**config.mk**
```make
export PLATFORM = sky130hd
export DESIGN_NAME = mult_div_ctrl_flat
export DESIGN_NICKNAME = d
export VERILOG_FILES = /design/src/rtl/mult_div_ctrl_if.sv /design/src/rtl/mult_div_ctrl.sv /design/src/flat_wrapper.sv
export SDC_FILE = /design/constraint.sdc
export NUM_CORES = 1
export LEC_CHECK = 0
export BUFFER_PORTS_ARGS = -buffer_cell sky130_fd_sc_hd__buf_4
export CORE_MARGIN = 3
export CORE_UTILIZATION = 45
export CTS_CLUSTER_DIAMETER = 100
export DETAILED_ROUTE_END_ITERATION = 16
export PLACE_DENSITY_LB_ADDON = 0.12
export SLEW_MARGIN = 10
export SYNTH_ARGS = -nofsm -noshare
export SYNTH_HDL_FRONTEND = slang
export SYNTH_SLANG_ARGS = --single-unit
export TNS_END_PERCENT = 20
```
**constraint.sdc**
```tcl
create_clock -name clk -period 9.5 [get_ports clk]
set_input_delay 1.425 -clock clk [delete_from_list [all_inputs] [get_ports clk]]
set_output_delay 1.425 -clock clk [all_outputs]
set_load 0.01 [all_outputs]
```
**src/rtl/mult_div_ctrl_if.sv**
```systemverilog
// Handshake/data bundle between the CPU control unit (master) and the
// iterative multiply/divide engine (slave).
interface mult_div_ctrl_if #(
  parameter int DATA_W = 32
);
  logic              start;
  logic              op;
  logic [DATA_W-1:0] a_in;
  logic [DATA_W-1:0] b_in;
  logic              busy;
  logic              done;
  logic              hilo_write;
  logic              div0;
  logic [DATA_W-1:0] hi;
  logic [DATA_W-1:0] lo;

  modport master (
    output start, op, a_in, b_in,
    input  busy, done, hilo_write, div0, hi, lo
  );

  modport slave (
    input  start, op, a_in, b_in,
    output busy, done, hilo_write, div0, hi, lo
  );
endinterface

```
**src/rtl/mult_div_ctrl.sv**
```systemverilog
// Iterative signed multiply (shift-add) / divide (restoring) engine.
// Sequence: IDLE -> RUN (DATA_W iterations on magnitudes) -> FIX (sign
// correction, result into hi/lo) -> DONE (one-cycle done/hilo_write pulse).
// Divide by zero skips straight to DONE with div0 and leaves hi/lo untouched.
// Optional feature macro: MULT_DIV_EARLY_OUT_EN -- zero operands jump
// straight to FIX, giving a 2-clock result of hi=lo=0.
module mult_div_ctrl #(
  parameter int DATA_W = 32
) (
  input  logic           clk,
  input  logic           reset,
  mult_div_ctrl_if.slave bus
);

  localparam int CW = $clog2(DATA_W);
  localparam logic [CW-1:0] LAST = CW'(DATA_W - 1);

  typedef enum logic [1:0] {S_IDLE, S_RUN, S_FIX, S_DONE} state_t;

  state_t              r_state;
  logic [CW-1:0]       r_cnt;
  logic                r_op;
  logic                r_sa;      // dividend sign, gives remainder sign
  logic                r_neg;     // sign(a) ^ sign(b), gives product/quotient sign
  logic [2*DATA_W-1:0] r_mcand;   // multiplicand magnitude, shifted left each step
  logic [DATA_W:0]     r_bmag;    // multiplier (shifted right) or divisor (static)
  logic [2*DATA_W-1:0] r_acc;     // mult: product; div: {remainder, quotient}
  logic                r_busy;
  logic                r_done;
  logic                r_hw;
  logic                r_div0;
  logic [DATA_W-1:0]   r_hi;
  logic [DATA_W-1:0]   r_lo;

  // Magnitudes carry one extra bit so -2^(DATA_W-1) stays positive.
  logic              w_a_neg, w_b_neg;
  logic [DATA_W:0]   w_a_ext, w_b_ext, w_a_mag, w_b_mag;
  logic [DATA_W:0]   w_part;
  logic [DATA_W-1:0] w_sub;
  logic              w_ge;
  logic [2*DATA_W-1:0] w_div_next;
  logic [2*DATA_W-1:0] w_prod_fix;
  logic [DATA_W-1:0] w_quo_fix, w_rem_fix;

  assign w_a_neg = bus.a_in[DATA_W-1];
  assign w_b_neg = bus.b_in[DATA_W-1];
  assign w_a_ext = {w_a_neg, bus.a_in};
  assign w_b_ext = {w_b_neg, bus.b_in};
  assign w_a_mag = w_a_neg ? -w_a_ext : w_a_ext;
  assign w_b_mag = w_b_neg ? -w_b_ext : w_b_ext;

`ifdef MULT_DIV_EARLY_OUT_EN
  logic w_zero;
  assign w_zero = (bus.a_in == '0) || (!bus.op && bus.b_in == '0);
`endif

  // One restoring-divide step: shift the next dividend bit into the
  // partial remainder and subtract the divisor if it fits.
  always_comb begin
    w_part     = {r_acc[2*DATA_W-1:DATA_W], r_acc[DATA_W-1]};
    w_ge       = (w_part >= r_bmag);
    w_sub      = w_part[DATA_W-1:0] - r_bmag[DATA_W-1:0];
    w_div_next = w_ge ? {w_sub, r_acc[DATA_W-2:0], 1'b1}
                      : {w_part[DATA_W-1:0], r_acc[DATA_W-2:0], 1'b0};
  end

  // Sign correction applied in FIX; division truncates toward zero.
  always_comb begin
    w_prod_fix = r_neg ? -r_acc : r_acc;
    w_quo_fix  = r_neg ? -r_acc[DATA_W-1:0] : r_acc[DATA_W-1:0];
    w_rem_fix  = r_sa  ? -r_acc[2*DATA_W-1:DATA_W] : r_acc[2*DATA_W-1:DATA_W];
  end

  // Sequencing FSM with all outputs registered.
  always_ff @(posedge clk or negedge reset) begin
    if (!reset) begin
      r_state <= S_IDLE;
      r_cnt   <= '0;
      r_op    <= 1'b0;
      r_sa    <= 1'b0;
      r_neg   <= 1'b0;
      r_mcand <= '0;
      r_bmag  <= '0;
      r_acc   <= '0;
      r_busy  <= 1'b0;
      r_done  <= 1'b0;
      r_hw    <= 1'b0;
      r_div0  <= 1'b0;
      r_hi    <= '0;
      r_lo    <= '0;
    end else begin
      case (r_state)
        S_IDLE: begin
          r_done <= 1'b0;
          r_hw   <= 1'b0;
          r_div0 <= 1'b0;
          if (bus.start) begin
            r_busy <= 1'b1;
            r_op   <= bus.op;
            r_cnt  <= '0;
            if (bus.op && bus.b_in == '0) begin
              r_div0  <= 1'b1;
              r_done  <= 1'b1;
              r_state <= S_DONE;
            end else begin
              r_sa    <= w_a_neg;
              r_neg   <= w_a_neg ^ w_b_neg;
              r_mcand <= {{(DATA_W-1){1'b0}}, w_a_mag};
              r_bmag  <= w_b_mag;
              // Divide starts with the dividend magnitude in the quotient half.
              r_acc   <= bus.op ? {{DATA_W{1'b0}}, w_a_mag[DATA_W-1:0]} : '0;
`ifdef MULT_DIV_EARLY_OUT_EN
              if (w_zero) begin
                r_acc   <= '0;
                r_sa    <= 1'b0;
                r_neg   <= 1'b0;
                r_state <= S_FIX;
              end else begin
                r_state <= S_RUN;
              end
`else
              r_state <= S_RUN;
`endif
            end
          end
        end
        S_RUN: begin
          if (r_op) begin
            r_acc <= w_div_next;
          end else begin
            if (r_bmag[0]) r_acc <= r_acc + r_mcand;
            r_mcand <= r_mcand << 1;
            r_bmag  <= r_bmag >> 1;
          end
          r_cnt <= r_cnt + 1'b1;
          if (r_cnt == LAST) r_state <= S_FIX;
        end
        S_FIX: begin
          if (r_op) begin
            r_hi <= w_rem_fix;
            r_lo <= w_quo_fix;
          end else begin
            r_hi <= w_prod_fix[2*DATA_W-1:DATA_W];
            r_lo <= w_prod_fix[DATA_W-1:0];
          end
          r_done  <= 1'b1;
          r_hw    <= 1'b1;
          r_state <= S_DONE;
        end
        S_DONE: begin
          r_done  <= 1'b0;
          r_hw    <= 1'b0;
          r_div0  <= 1'b0;
          r_busy  <= 1'b0;
          r_state <= S_IDLE;
        end
        default: r_state <= S_IDLE;
      endcase
    end
  end

  assign bus.busy       = r_busy;
  assign bus.done       = r_done;
  assign bus.hilo_write = r_hw;
  assign bus.div0       = r_div0;
  assign bus.hi         = r_hi;
  assign bus.lo         = r_lo;

endmodule
```
**src/flat_wrapper.sv**
```systemverilog
// flat-port wrapper written by rule: the top's interface ports become plain ports
module mult_div_ctrl_flat 
#(
  parameter int DATA_W = 32
)
  (clk, reset, bus_start, bus_op, bus_a_in, bus_b_in, bus_busy, bus_done, bus_hilo_write, bus_div0, bus_hi, bus_lo);
  mult_div_ctrl_if #(.DATA_W(DATA_W)) bus_i ();
  input  logic clk;
  input  logic reset;
  input wire logic [$bits(bus_i.start)-1:0] bus_start;
  input wire logic [$bits(bus_i.op)-1:0] bus_op;
  input wire logic [$bits(bus_i.a_in)-1:0] bus_a_in;
  input wire logic [$bits(bus_i.b_in)-1:0] bus_b_in;
  output wire logic [$bits(bus_i.busy)-1:0] bus_busy;
  output wire logic [$bits(bus_i.done)-1:0] bus_done;
  output wire logic [$bits(bus_i.hilo_write)-1:0] bus_hilo_write;
  output wire logic [$bits(bus_i.div0)-1:0] bus_div0;
  output wire logic [$bits(bus_i.hi)-1:0] bus_hi;
  output wire logic [$bits(bus_i.lo)-1:0] bus_lo;
  assign bus_i.start = bus_start;
  assign bus_i.op = bus_op;
  assign bus_i.a_in = bus_a_in;
  assign bus_i.b_in = bus_b_in;
  assign bus_busy = bus_i.busy;
  assign bus_done = bus_i.done;
  assign bus_hilo_write = bus_i.hilo_write;
  assign bus_div0 = bus_i.div0;
  assign bus_hi = bus_i.hi;
  assign bus_lo = bus_i.lo;
  mult_div_ctrl #(.DATA_W(DATA_W)) u_core (.clk(clk), .reset(reset), .bus(bus_i));
endmodule
```
### Yosys cells after proc, flatten, opt, wreduce, memory -nomap -nowiden

Index checks and enable logic that the tools add are counted.

* flip-flop bits (word level): 239
* input port bits: 68
* output and inout port bits: 68
* logic and storage cells: 84

* add/sub/neg operators: 8
* order comparisons: 1
* equality and inequality tests: 9
* muxes and demuxes: 35
* bitwise gates (word level): 2
* reductions and logical operators: 15

Operators by type and width (number)
* 64-bit 2-to-1 mux: 9
* 64-bit case mux with 2 select lines: 2
* 33-bit 2-to-1 mux: 5
* 32-bit 2-to-1 mux: 5
* 33-bit negator: 2
* 33-bit case mux with 2 select lines: 1
* 64-bit adder: 1
* 32-bit negator: 2
* 64-bit negator: 1
* 33-bit >= comparator: 1
* 32-bit logical NOT: 1
* 32-bit subtractor: 1
* 5-bit case mux with 2 select lines: 1
* 2-bit case mux with 4 select lines: 1
* 2-bit AND reduction: 4
* 4-bit AND reduction: 2
* 2-bit 2-to-1 mux: 3
* 2-bit inequality test (second input constant): 3
* 1-bit case mux with 2 select lines: 3
* 2-bit nonzero test: 3
* 5-bit by 1-bit adder with 5-bit output (second input constant): 1
* 5-bit equality test (second input constant): 1
* 5-bit 2-to-1 mux: 1
* 2-bit equality test (second input constant): 2
* other kinds (12): 14

### Longest topological paths before layout

Gate-level depths: netlist of the first run.

* depth in word-level cells: 6
* depth in mapped cells: 16
* depth with buffers taken out: 14

### Least setup slack after synthesis of the first run

OpenSTA, ideal clock, no wires.

* path type: input port to flip-flop
* start: input bus_b_in[0]
* end: register u_core.r_acc[59]
* setup time: 131 ps
* data arrival time: 4442 ps
* data required time: 9369 ps
* path slack: 4926 ps
* stages on the path: 14
* buffers on the path: 2
* cells stage by stage: inv_1 > ha_1 > or3b_1 > or4_1 > or3_1 > buf_2 > nor4_4 > a211oi_1 > and2_1 > buf_2 > a22o_1 > a31oi_1 > o21ai_0 > or3_1

* word-level cells in the longest chain between the ends: 4

RTL lines
* from (decl): RTL line flat_wrapper.sv:13 `input wire logic [$bits(bus_i.b_in)-1:0] bus_b_in;`
* 32-bit logical NOT: RTL line mult_div_ctrl.sv:101 `if (bus.op && bus.b_in == '0) begin`
* 1-bit logical AND: RTL line mult_div_ctrl.sv:101
* 2-bit inequality test (no source line)
* 4-bit AND reduction (no source line)
* to (signal assigned): RTL line mult_div_ctrl.sv:111 `r_acc <= bus.op ? {{DATA_W{1'b0}}, w_a_mag[DATA_W-1:0]} : '0;`
* to (signal assigned): RTL line mult_div_ctrl.sv:129 `r_acc <= w_div_next;`
* to (signal assigned): RTL line mult_div_ctrl.sv:131 `if (r_bmag[0]) r_acc <= r_acc + r_mcand;`
* to (decl): RTL line mult_div_ctrl.sv:27 `logic [2*DATA_W-1:0] r_acc;`

Every way passes these cells.
A chain may end at the register's enable or synchronous reset.

### Worst setup path in the final report of the first run

* start: input bus_b_in[0]
* end: register u_core.r_acc[63]

The elaborated chain is that of the path after synthesis.

==> flow_metrics.py, run 1 <==
metrics = {
    "worst_hold_path": {
        "worstHoldPathType": "reg2reg",
        "min_delay_path_depth": 2,
    },
    "setup_path": {
        "cpPeakStageDelay_ps": 670,
        "crit_family": "simple AND/OR/NAND/NOR gates",
        "worst-path-stages": 14,
        "endpoint_kind": "flop",
        "cp_cell_sequence": "buf_4, inv_1, ha_1, or3b_1, or4_1, or3_1, nor4_4, a211oi_4, buf_4, nand2_1, o31ai_1, a32oi_1, o21ai_0, o21bai_1",
        "required_ps": 9920,
        "cp-start-kind": "primary input",
        "cp_max_fo": 35,
        "crit_top_cell": "buf_4",
        "path_class": "in2reg",
        "worst-path-buf-inv": 3,
        "cp_slowest_cell": "nand2_1",
        "r2r_cells": 9,
        "arrival_ps": 5360,
    },
    "clock_tree": {
        "ctsRootBufferMaster": "clkbuf_16",
        "worstSkewPairLatency_ps": 570,
        "clockBufferDepth": 3,
        "hold_buffers": 0,
        "cts_tree": "done",
        "cts_resized": 0,
        "cts_sinks": 239,
        "cts_buffers": 29,
        "h-tree-depth": 1,
        "clkTransAtPathRegs_ps": 60,
        "post_cts_buffers": 0,
    },
    "logic_synthesis": {
        "synth-main-ff-cell": "dfrtp_1",
        "ys_warn_count": 0,
        "synth_edf_count": 0,
        "synthDistinctLibCells": 72,
        "synthCells": 2417,
        "async_reset_ff_frac": 1.000,
        "ys_seq_area_frac": 0.3144,
        "avgSynthCellArea_sq_um": 7.870,
        "synth_seq_cells": 239,
        "synth_nets": 2594,
        "synth_area_sq_um": 19020,
    },
    "floorplanning": {
        "die_h_um": 211.6,
        "dieArea_sq_um": 44770,
        "core-area_sq_um": 41290,
        "num_rows": 74,
        "die_x_um": 211.6,
        "io_pins": 136,
        "initial_core_util": 0.4606,
    },
    "sta": {
        "slew-limit-headroom": 0.4006,
        "finalCritPeriodShare": 0.5203,
        "fin_crit_ps": 4943,
        "hold_slack_ps": 483.6,
        "skew_ps": 16.47,
        "tns_ps": 0,
        "setup_violations": 0,
        "final-hold-violation-count": 0,
        "worst_pin_slew_ps": 899.2,
        "rsz0062_at_grt": "no",
        "drv_slew": 0,
        "max_freq_mhz": 202.3,
    },
    "grt": {
        "grt_max_degree": 131,
        "grt_pass1_vias": 16831,
        "antenna_found_initial": 0,
        "grt_usage": 0.2602,
        "overflow": 0,
        "grt_pass1_wl_um": 93970,
    },
    "layout": {
        "nNetsFinal": 2609,
        "antenna_cells": 0,
        "fin_util": 0.5138,
        "stdcell_area_sq_um": 21220,
        "fillers": 4002,
        "drive_gt1_frac": 0.1008,
        "area_growth_pct": 11.55,
        "seqCellArea_sq_um": 5982,
        "multi_input_area_sq_um": 12170,
    },
    "place": {
        "dpl_cell_area_sq_um": 20250,
        "io_buffers": 135,
        "gp_congestion": 0.9475,
        "detailed_place_hpwl_um": 45080,
    },
    "routing": {
        "vias": 17850,
        "wl_um": 59480,
        "ant_nets": 0,
        "drt_iter0_drc": 1784,
        "wire_per_inst_um": 19.94,
        "drtPass1Iterations": 5,
        "viasPerCell": 5.984,
        "drt_drc_violations_left": 0,
    },
    "status": {
        "status": "completed",
    },
    "power_and_ir_drop": {
        "ir_drop_mv": 0.2550,
        "powerDensity_nw_per_um2": 316.6,
        "leakage_nw": 9.645,
        "power.total_mw": 6.719,
    },
    "flow_run": {
        "maxCapViolations": 0,
    },
}
layout by cell type, fill, tap and decap left out, types with 14 or more instances in the layout:
cell type,instances
mux2_2,23
nor2_1,229
o211ai_1,15
or4_1,15
nor3_1,37
inv_1,77
a21oi_1,278
ha_1,105
clkbuf_16,29
or3_1,33
a211oi_1,15
buf_4,147
nand2_1,271
a21o_1,53
nand3_1,34
nor4_1,16
mux2i_1,15
a22o_1,35
xor2_1,130
nand2b_1,17
o21bai_1,24
xnor2_1,76
nand4_1,45
a22oi_1,14
a31oi_1,23
dfrtp_1,238
o31ai_1,43
o21ai_0,233
state kept, by name, summed over array words and instances (netlist names):
signal / flops
u_core.bus.busy: 1
u_core.bus.div0: 1
u_core.bus.done: 1
u_core.bus.hi: 32
u_core.bus.hilo_write: 1
u_core.bus.lo: 32
u_core.r_acc: 64
u_core.r_bmag: 33
u_core.r_cnt: 5
u_core.r_mcand: 64
u_core.r_neg: 1
u_core.r_op: 1
u_core.r_sa: 1
u_core.r_state: 2
stage by stage:
step / std cells / setup slack, ps
after global routing: 2983 / 4316
after floorplan: 2417 / 4926
after detailed placement: 2933 / 3994
after global placement: 2933 / 4116
final: 2983 / 4557
after CTS: 2983 / 4603
power breakdown:
part | total (mW) | internal [mW] | leakage, nW | switching [mW]
registers | 1.81 | 1.38 | 3.05 | 0.423
clock network | 1.13 | 0.685 | 0.472 | 0.446
logic | 3.78 | 1.43 | 6.12 | 2.35
Yosys cell counts, types with 14 or more instances:
cell / instances / share of area
a211oi_1: 17 / 0.0067
a21o_1: 53 / 0.021
a21oi_1: 278 / 0.073
a22o_1: 35 / 0.016
a22oi_1: 14 / 0.0055
a31oi_1: 23 / 0.0076
clkbuf_1: 148 / 0.029
dfrtp_1: 239 / 0.31
ha_1: 107 / 0.070
inv_1: 77 / 0.015
mux2_2: 23 / 0.014
mux2i_1: 15 / 0.0079
nand2_1: 271 / 0.053
nand2b_1: 17 / 0.0056
nand3_1: 34 / 0.0089
nand4_1: 45 / 0.015
nor2_1: 229 / 0.045
nor3_1: 37 / 0.0097
nor4_1: 16 / 0.0053
o211ai_1: 15 / 0.0059
o21ai_0: 233 / 0.061
o21bai_1: 24 / 0.0095
o31ai_1: 43 / 0.017
or3_1: 33 / 0.011
or4_1: 15 / 0.0059
xnor2_1: 76 / 0.035
xor2_1: 130 / 0.060
area by class of cell:
class	count	share of cell area
clock inverter	11	0.006899
tap	532	0.03137
sequential	239	0.2819
timing repair buffer	149	0.05366
multi-input combinational	1936	0.5737
clock buffer	39	0.03880
inverter	77	0.01362
metal layers:
layer / track usage / share of wire
met4: 0.05173 / 0.018
met3: 0.03646 / 0.060
met2: 0.3895 / 0.42
met1: 0.4008 / 0.50
met5: 0 / 0
cells by family (layout without fill, tap and decap cells):
family | count (synthesis) | in the layout | share of synthesized area
buffers and inverters | 242 | 276 | 0.04854
adder cells (fa/ha/maj) | 109 | 109 | 0.07249
multiplexers | 38 | 38 | 0.02151
flip-flops | 239 | 239 | 0.3144
XOR/XNOR | 206 | 206 | 0.09485
AND/OR/NAND/NOR | 756 | 756 | 0.1827
AO/OA/AOI/OAI | 827 | 827 | 0.2655
worst min-delay path, cell delays in order, from the launching register on:
cell and delay [ps]:
dfrtp_1 340, nand2_1 50, nand2_1 50
path summary, 6_finish.rpt:
check	start	to	slack (ps)
worst max-delay path	bus_b_in[0]	u_core.r_acc[63]	4560
worst min-delay path	u_core.r_bmag[27]	u_core.r_bmag[27]	480
worst max register to register	u_core.r_acc[2]	u_core.bus.hi[19]	5180
worst min register to register	u_core.r_bmag[27]	u_core.r_bmag[27]	480
max in group asynchronous	reset	u_core.r_op	7320
min in group asynchronous	reset	u_core.bus.lo[17]	910
No activity file was read; power rests on OpenSTA's default activity.
==> inputs of run 2 (changes only) <==
==> constraint.sdc (replaced) <==
create_clock -name clk -period 4.7 [get_ports clk]
set_input_delay 0.705 -clock clk [delete_from_list [all_inputs] [get_ports clk]]
set_output_delay 0.705 -clock clk [all_outputs]
set_load 0.01 [all_outputs]
==> run 2 against run 1 <==
  * Clock-buffer cell count stayed put
  * Combinational power up 110%
  * Die area did not move
  * Register-to-register slack got worse by 4500 ps
  * Largest cell class unchanged
==> flow_metrics.py, run 2 (synthesized netlist as in run 1, its figures left out) <==
metrics = {
    "layout": {
        "drive_gt1_frac": 0.1129,
        "reg_top3": "u_core.r_acc x64, u_core.r_mcand x64, u_core.r_bmag x33",
        "fillers": 4027,
        "final_common_cell": "a21oi_1",
        "antenna_cells": 0,
        "nNetsFinal": 2645,
        "area_growth_pct": 13.06,
        "fin_util": 0.5208,
        "layout_common_cells": "278 x a21oi_1, 271 x nand2_1, 238 x dfrtp_1, 233 x o21ai_0, 229 x nor2_1",
    },
    "grt": {
        "grt_pass1_vias": 17157,
        "met3_usage": 0.02905,
        "grt_usage": 0.2697,
        "use_met1": 0.4210,
        "grt_pass1_wl_um": 96970,
        "overflow": 0,
        "gr-max-usage-layer": "met1",
        "use_met2": 0.3993,
        "antenna_found_initial": 0,
        "grt_max_degree": 98,
    },
    "sta": {
        "final-hold-violation-count": 0,
        "finalCritPeriodShare": 0.8522,
        "fin_crit_ps": 4006,
        "slew-limit-headroom": 0.4109,
        "drv_slew": 0,
        "tns_ps": 0,
        "worst_pin_slew_ps": 883.7,
        "skew_ps": 9.643,
        "hold_slack_ps": 134.0,
        "rsz0062_at_grt": "no",
        "max_freq_mhz": 249.7,
        "setup_violations": 0,
    },
    "clock_tree": {
        "worstSkewPairLatency_ps": 560,
        "h-tree-depth": 1,
        "cts_sinks": 239,
        "cts_tree": "done",
        "clockBufferDepth": 3,
        "hold_buffers": 0,
        "post_cts_buffers": 0,
        "cts_resized": 0,
        "clkTransAtPathRegs_ps": 60,
        "cts_buffers": 29,
        "ctsRootBufferMaster": "clkbuf_16",
    },
    "floorplanning": {
        "initial_core_util": 0.4606,
        "io_pins": 136,
        "dieArea_sq_um": 44770,
        "num_rows": 74,
        "die_x_um": 211.6,
        "die_h_um": 211.6,
        "core-area_sq_um": 41290,
    },
    "setup_path": {
        "cp-start-kind": "flop",
        "cp_max_fo": 6,
        "arrival_ps": 4440,
        "path_class": "reg2reg",
        "rr_endpoint": "u_core.r_acc[60]",
        "endpoint_kind": "flop",
        "worstReg2RegStart": "u_core.r_acc[0]",
        "r2r_cells": 12,
        "rrSetupSlack_ps": 690,
        "required_ps": 5130,
    },
    "flow_run": {
        "maxCapViolations": 0,
    },
    "power_and_ir_drop": {
        "powerDensity_nw_per_um2": 642.2,
        "ir_drop_mv": 0.6469,
        "leakage_nw": 9.830,
    },
    "routing": {
        "wire_per_inst_um": 20.43,
        "wl_um": 61700,
        "viasPerCell": 5.983,
        "drt_iter0_drc": 1432,
        "ant_nets": 0,
        "drtPass1Iterations": 6,
        "vias": 18068,
        "drt_drc_violations_left": 0,
    },
    "place": {
        "gp_congestion": 0.9487,
        "detailed_place_hpwl_um": 47600,
        "io_buffers": 135,
    },
    "worst_hold_path": {
        "worstHoldPathType": "in2async",
    },
    "status": {
        "status": "completed",
    },
}
==> run 2: changes by cell type in the layout (fill, tap and decap cells not counted) <==
cell	before	now
clkbuf_8	6	3
buf_4	147	181
clkinv_4	2	1
bufinv_16	3	4
clkbuf_1	4	7
inv_6	1	0
clkinv_2	3	5
buf_12	1	3
==> run 2: worst max path at each step <==
stage | startpoint | end | slack [ps] | cells past startpoint
after floorplan | bus_b_in[0] | u_core.r_acc[59] | 850 | 14
after global placement | bus_b_in[0] | u_core.r_acc[59] | 490 | 13
after detailed placement | bus_b_in[0] | u_core.r_acc[59] | 410 | 13
after CTS | u_core.r_acc[0] | u_core.r_acc[60] | 730 | 12
after global routing | u_core.r_acc[35] | u_core.r_acc[50] | 570 | 11
final | u_core.r_acc[0] | u_core.r_acc[60] | 690 | 12
==> run 2: metrics by stage <==
step / power (mW) / worst slack [ps] / cells / area, sq um
3_5_place_dp: 11.42 / 406.2 / 2969 / 20540
2_1_floorplan: 8.864 / 846.4 / 2417 / 19020
5_1_grt: 14.95 / 566.5 / 3020 / 21510
4_1_cts: 13.78 / 727.2 / 3020 / 21510
6_report: 13.81 / 694.5 / 3020 / 21510
3_3_place_gp: 11.31 / 485.3 / 2969 / 20540
==> run 2: final cells by class <==
class | count | area [sq um] | share of cell area
clock buffer | 39 | 793.3 | 0.03688
inverter | 77 | 289.0 | 0.01344
clock inverter | 12 | 168.9 | 0.007854
sequential | 239 | 5982 | 0.2781
timing repair buffer | 185 | 1434 | 0.06667
multi-input combinational | 1936 | 12170 | 0.5661
tap | 532 | 665.6 | 0.03095
==> run 2: layer usage <==
layer  vias up  share of wire
li1       8770              -
met1      8683           0.50
met2       543           0.42
met3        72          0.058
met4         0          0.019
met5         -              0
==> run 2: power by group <==
group | switching (mW) | internal, mW
clock | 0.915 | 1.39
combinational | 4.88 | 3.01
sequential | 0.825 | 2.80
total | 6.61 | 7.20
==> run 2: worst max-delay path, stage by stage (launching register included) <==
cell and delay (ps):
dfrtp_1 440, ha_1 260, fa_1 420, a21oi_1 260, nor2_1 90, or2_2 330, a31oi_1 470, o31a_1 280
o41ai_1 160, a21bo_2 250, a2111oi_0 540, xor2_1 230, o221ai_1 140
